**config.mk**
```make
export PLATFORM = sky130hd
export DESIGN_NAME = booth_multiplier
export DESIGN_NICKNAME = d
export VERILOG_FILES = /design/src/rtl/cpu_pkg.sv /design/src/rtl/booth_multiplier_step.sv /design/src/rtl/booth_multiplier.sv
export SDC_FILE = /design/constraint.sdc
export NUM_CORES = 1
export LEC_CHECK = 0
export BUFFER_PORTS_ARGS = -buffer_cell sky130_fd_sc_hd__buf_2
export CORE_ASPECT_RATIO = 1.1
export CORE_MARGIN = 4
export CORE_UTILIZATION = 30
export CTS_CLUSTER_DIAMETER = 50
export DETAILED_ROUTE_END_ITERATION = 10
export PLACE_DENSITY = 0.5
export SLEW_MARGIN = 20
export SYNTH_ARGS = -nofsm -noshare
export SYNTH_HDL_FRONTEND = slang
export SYNTH_HIERARCHICAL = 1
export SYNTH_SLANG_ARGS = --single-unit
```
**constraint.sdc**
```tcl
create_clock -name clk -period 5 [get_ports clk]
set_input_delay 1.25 -clock clk [delete_from_list [all_inputs] [get_ports clk]]
set_output_delay 1.25 -clock clk [all_outputs]
set_load 0.02 [all_outputs]
```
**src/rtl/cpu_pkg.sv**
```systemverilog
// Shared CPU definitions: word width, multiplier FSM states and Booth recoding.
package cpu_pkg;

  localparam int WORD_W = 32;

  typedef enum logic [1:0] {
    IDLE = 2'd0,
    RUN  = 2'd1,
    DONE = 2'd2
  } mul_state_t;

  localparam logic [1:0] BOOTH_NOP = 2'd0;
  localparam logic [1:0] BOOTH_ADD = 2'd1;
  localparam logic [1:0] BOOTH_SUB = 2'd2;

  // Radix-2 recoding of the current multiplier bit and the guard bit below it.
  function automatic logic [1:0] booth_decode(input logic q0, input logic q_m1);
    case ({q0, q_m1})
      2'b01:   return BOOTH_ADD;
      2'b10:   return BOOTH_SUB;
      default: return BOOTH_NOP;
    endcase
  endfunction

endpackage

```
**src/rtl/booth_multiplier_step.sv**
```systemverilog
// One radix-2 Booth iteration: conditional add/subtract of M, then an
// arithmetic right shift of {acc, q, q_m1}.
module booth_step
  import cpu_pkg::*;
#(
  parameter int WIDTH = WORD_W
) (
  input  logic [WIDTH:0]   acc,
  input  logic [WIDTH-1:0] q,
  input  logic             q_m1,
  input  logic [WIDTH:0]   m,
  output logic [WIDTH:0]   acc_next,
  output logic [WIDTH-1:0] q_next,
  output logic             q_m1_next
);

  logic signed [WIDTH:0] sum;
  logic [1:0]            op;

  always_comb begin
    op  = booth_decode(q[0], q_m1);
    sum = $signed(acc);
    case (op)
      BOOTH_ADD: sum = $signed(acc) + $signed(m);
      BOOTH_SUB: sum = $signed(acc) - $signed(m);
      default:   sum = $signed(acc);
    endcase
  end

  // The bit shifted out of sum feeds the top of q; sum's sign bit is replicated.
  assign acc_next  = {sum[WIDTH], sum[WIDTH:1]};
  assign q_next    = {sum[0], q[WIDTH-1:1]};
  assign q_m1_next = q[0];

endmodule

```
**src/rtl/booth_multiplier.sv**
```systemverilog
// Sequential signed radix-2 Booth multiplier, one multiplier bit per clock,
// with a start/busy/done handshake and registered HI/LO product halves.
module booth_multiplier
  import cpu_pkg::*;
#(
  parameter int WIDTH = WORD_W
) (
  input  logic             clk,
  input  logic             rst_n,
  input  logic             start,
  input  logic [WIDTH-1:0] a,
  input  logic [WIDTH-1:0] b,
  output logic             busy,
  output logic             done,
  output logic [WIDTH-1:0] product_hi,
  output logic [WIDTH-1:0] product_lo
);

  localparam int CNT_W = $clog2(WIDTH) + 1;

  mul_state_t            state;
  logic signed [WIDTH:0] m;
  logic signed [WIDTH:0] acc;
  logic [WIDTH:0]        acc_next;
  logic [WIDTH-1:0]      q;
  logic [WIDTH-1:0]      q_next;
  logic                  q_m1;
  logic                  q_m1_next;
  logic [CNT_W-1:0]      cnt;

  booth_step #(
    .WIDTH(WIDTH)
  ) u_step (
    .acc      (acc),
    .q        (q),
    .q_m1     (q_m1),
    .m        (m),
    .acc_next (acc_next),
    .q_next   (q_next),
    .q_m1_next(q_m1_next)
  );

  always_ff @(posedge clk or negedge rst_n) begin
    if (!rst_n) begin
      state      <= IDLE;
      busy       <= 1'b0;
      done       <= 1'b0;
      product_hi <= '0;
      product_lo <= '0;
      m          <= '0;
      acc        <= '0;
      q          <= '0;
      q_m1       <= 1'b0;
      cnt        <= '0;
    end else begin
      case (state)
        // DONE accepts a new start just like IDLE, giving WIDTH+1 cycle throughput.
        IDLE, DONE: begin
          done <= 1'b0;
          if (start) begin
            m     <= $signed({a[WIDTH-1], a});
            acc   <= '0;
            q     <= b;
            q_m1  <= 1'b0;
            cnt   <= CNT_W'(WIDTH);
            busy  <= 1'b1;
            state <= RUN;
          end else begin
            state <= IDLE;
          end
        end
        RUN: begin
          acc  <= $signed(acc_next);
          q    <= q_next;
          q_m1 <= q_m1_next;
          cnt  <= cnt - CNT_W'(1);
          // Last iteration: capture the shifted result directly from the step.
          if (cnt == CNT_W'(1)) begin
            state      <= DONE;
            busy       <= 1'b0;
            done       <= 1'b1;
            product_hi <= acc_next[WIDTH-1:0];
            product_lo <= q_next;
          end
        end
        default: begin
          state <= IDLE;
          busy  <= 1'b0;
          done  <= 1'b0;
        end
      endcase
    end
  end

endmodule
```
==> impl_metrics.json <==
{
  "cts_repair_resize_count": 0,
  "cts-root-buf": "clkbuf_16",
  "timing.final.hold_violations": 0,
  "path_class": "reg2reg",
  "synth_sequential_area_ratio_pct": 43.8,
  "synth_area_per_cell_sq_um": 9.91,
  "die_width_microns": 180,
  "cp-start-kind": "register",
  "area_growth_from_synthesis_to_layout_pct": 14.8,
  "vias": 7346,
  "r2r-end": "product_hi[24]$_DFFE_PN0P_",
  "layoutNonFillerInstCount": 1507,
  "synth-async-reset-ratio_pct": 100,
  "drt-pass1-iter-count": 4,
  "floorplan.core_area_sq_mm": 0.0322,
  "pin_count_of_the_biggest_net_entering_global_routing": 98,
  "grt_pass1_vias": 7525,
  "finalClockSkew_ps": 17.3,
  "ys.warnings.count": 6,
  "worst_setup_path_end_kind": "register",
  "crit-reg2reg-launch": "m[3]$_DFFE_PN0P_",
  "reg2reg_setup_slack_ps": 440,
  "post-route-min-period_ps": 4560,
  "dominantRegCellSynth": "dfrtp_1",
  "fmax_mhz": 219,
  "maxCapViolCount": 0,
  "crit_arrival_ps": 4890,
  "dp_slack_ps": 418,
  "synth_enable_flop_cells": 0,
  "yosys.cell_types.count": 68,
  "clk_pin_slew_ps": 70,
  "mappedNetlistNets": 1091,
  "tritoncts": "done",
  "worst-path-max-fanout": 5,
  "fillerInstances": 3291,
  "slew_headroom_pct": 29.6,
  "route.detailed.drc": 0,
  "syn_inst": 987,
  "drive_above_1_share_pct": 24.5,
  "post_cts_hold_buffer_count": 0,
  "netlist_area_before_placement_sq_mm": 0.00978,
  "run_status": "complete, no violations",
  "io_pins": 133,
  "mean_number_of_vias_per_cell": 4.87,
  "dp.final_hpwl_mm": 17.3,
  "hold_path.class": "reg2reg",
  "gp_routability_congestion": 0.825,
  "nNetsFinal": 1171,
  "clock_insertion_delay_worst_skew_ps": 450,
  "grt_setup_unrepaired": "false",
  "first_pass_grt_wire_length_mm": 40.5,
  "worst_pin_slew_ps": 1050,
  "globalRouteTotalUtil_pct": 14.1,
  "htree_num_levels": 4,
  "register_bit_total_from_synthesis": 171,
  "setup_slack_after_layout_ps": 437,
  "worst_reg2reg_path_depth": 17,
  "numCtsBuffers": 17,
  "slew_violations": 0,
  "worstHoldEndpoint": "q_m1$_DFFE_PN0P_",
  "cp.required_ps": 5330,
  "placed_cells_incl_taps": 1474,
  "post_cts.repair.setup_buffers": 0,
  "worstHoldStart": "q_m1$_DFFE_PN0P_",
  "placement.io_buffers": 132,
  "route.final.wire_length_mm": 25.3,
  "initial_core_util_pct": 30.4,
  "vertical_die_dimension_microns": 197,
  "grt_antenna_before_repair": 0,
  "final.setup.tns_ps": 0,
  "grt-ovfl-total": 0,
  "final_core_util_pct": 34.9,
  "ctsLongestPathBuffers": 2,
  "wl_per_cell_microns": 16.8,
  "die-area_sq_mm": 0.0355,
  "final_antenna_net_count": 0,
  "cts_sinks": 171,
  "final-setup-viol-count": 0,
  "row_count": 69,
  "dr.first_iter.drc_count": 306,
  "final.period_utilization_pct": 91.3,
  "whs_path_depth": 1
}
==> cells in the final DEF, fill, tap and decap left out, drive strengths merged, types with 3 or more instances in the layout <==
cell type,n
nand3,44
a21o,8
nor2b,6
xnor2,48
or4b,3
a22o,34
mux2,65
nor3b,4
xor2,11
and3,4
nand2b,7
a22oi,32
clkbuf,17
nor3,12
o21ai,46
buf,145
nand2,184
clkinv,5
dfrtp,171
o21bai,7
o31ai,3
ha,36
inv,35
nand4,6
nor2,34
a21oi,52
nor4b,3
a31oi,14
mux2i,5
nor4,6
==> synth_stat cells (5+ instances only) <==
cell        n  share of area (%)
nand4_1     6               0.38
xnor2_1    48                4.3
o21ai_0    44                2.3
ha_1       36                4.6
clkbuf_1   38                1.5
mux2_2     16                1.8
a22o_1     34                3.0
o21bai_1    7               0.54
buf_4      35                2.7
nand2b_1    7               0.45
a21oi_1    52                2.7
nor3_1     10               0.51
nand2_1   184                7.1
mux2_4     49                7.5
mux2i_1     5               0.51
nor4_1      5               0.32
xor2_1     11               0.99
a21o_1      8               0.61
inv_1      26                1.0
a22oi_1    32                2.5
nand3_1    43                2.2
buf_6       6               0.69
nor2b_1     6               0.38
nor2_1     34                1.3
dfrtp_1   171                 44
a31oi_1    13               0.83
==> state kept, by name, summed over array words and instances, names as in the netlist <==
| register | count |
|---|---|
| cnt | 6 |
| product_lo | 32 |
| q_m1 | 1 |
| q | 32 |
| acc | 33 |
| m | 32 |
| product_hi | 32 |
| state | 1 |
| done | 1 |
| busy | 1 |
==> worst max-delay path by stage <==
stage                           from                          to  slack [ps]  cells past startpoint
floorplan           m[3]$_DFFE_PN0P_         acc[32]$_DFFE_PN0P_         930                     17
global placement    m[3]$_DFFE_PN0P_  product_hi[24]$_DFFE_PN0P_         530                     17
detailed placement  m[3]$_DFFE_PN0P_  product_hi[31]$_DFFE_PN0P_         420                     17
CTS                 m[3]$_DFFE_PN0P_  product_hi[31]$_DFFE_PN0P_         400                     17
global route        m[3]$_DFFE_PN0P_  product_hi[31]$_DFFE_PN0P_         100                     17
finish              m[3]$_DFFE_PN0P_  product_hi[24]$_DFFE_PN0P_         440                     17
==> critical path, stage by stage, from the launching register on <==
cell and delay, ps:
dfrtp_1 430, nor4_2 380, nor4b_1 330, buf_4 200, and2_1 160, and3b_1 230
a21oi_1 100, xnor2_1 140, ha_1 370, nand2_1 100, nor2_1 160, or4b_2 590
a21oi_1 250, nor2b_1 130, o31ai_1 320, xnor2_1 160, o21ai_0 110, mux2_4 290
==> kinds of logic after synthesis <==
| kind of cell | count (synthesis) | synth area share [%] |
|---|---|---|
| mux | 70 | 9.88 |
| buf+inv | 110 | 6.04 |
| fa+ha+maj | 37 | 4.81 |
| xor+xnor | 59 | 5.29 |
| simple gates | 324 | 15.3 |
| flops | 171 | 43.8 |
| compound gates | 216 | 14.9 |
==> per-stage QoR <==
step / area [sq um] / hold slack [ps]
final: 11200 / 504
after detailed placement: 10600 / 482
after global placement: 10600 / 483
after global routing: 11200 / 523
after CTS: 11200 / 509
after floorplan: 9780 / 461
==> routing by layer <==
layer | share of wire, % | track usage, % | vias to the layer above
met1 | 46 | 17.9 | 3579
met5 | 0 | 0 | -
li1 | - | - | 3606
met2 | 48 | 24.1 | 145
met3 | 5.0 | 3.66 | 16
met4 | 1.2 | 3.81 | 0
==> final cells by class <==
class | count | area (sq um) | share of cell area, %
tap | 426 | 533 | 4.75
inverter | 26 | 97.6 | 0.869
clock buffer | 17 | 425 | 3.79
clock inverter | 15 | 170 | 1.52
multi-input combinational | 706 | 4940 | 44.0
timing repair buffer | 145 | 777 | 6.92
antenna | 1 | 2.50 | 0.0223
sequential | 171 | 4280 | 38.1
Power is not shown: default switching activity piles up to over one toggle a cycle in this logic, so the estimate is an artifact.
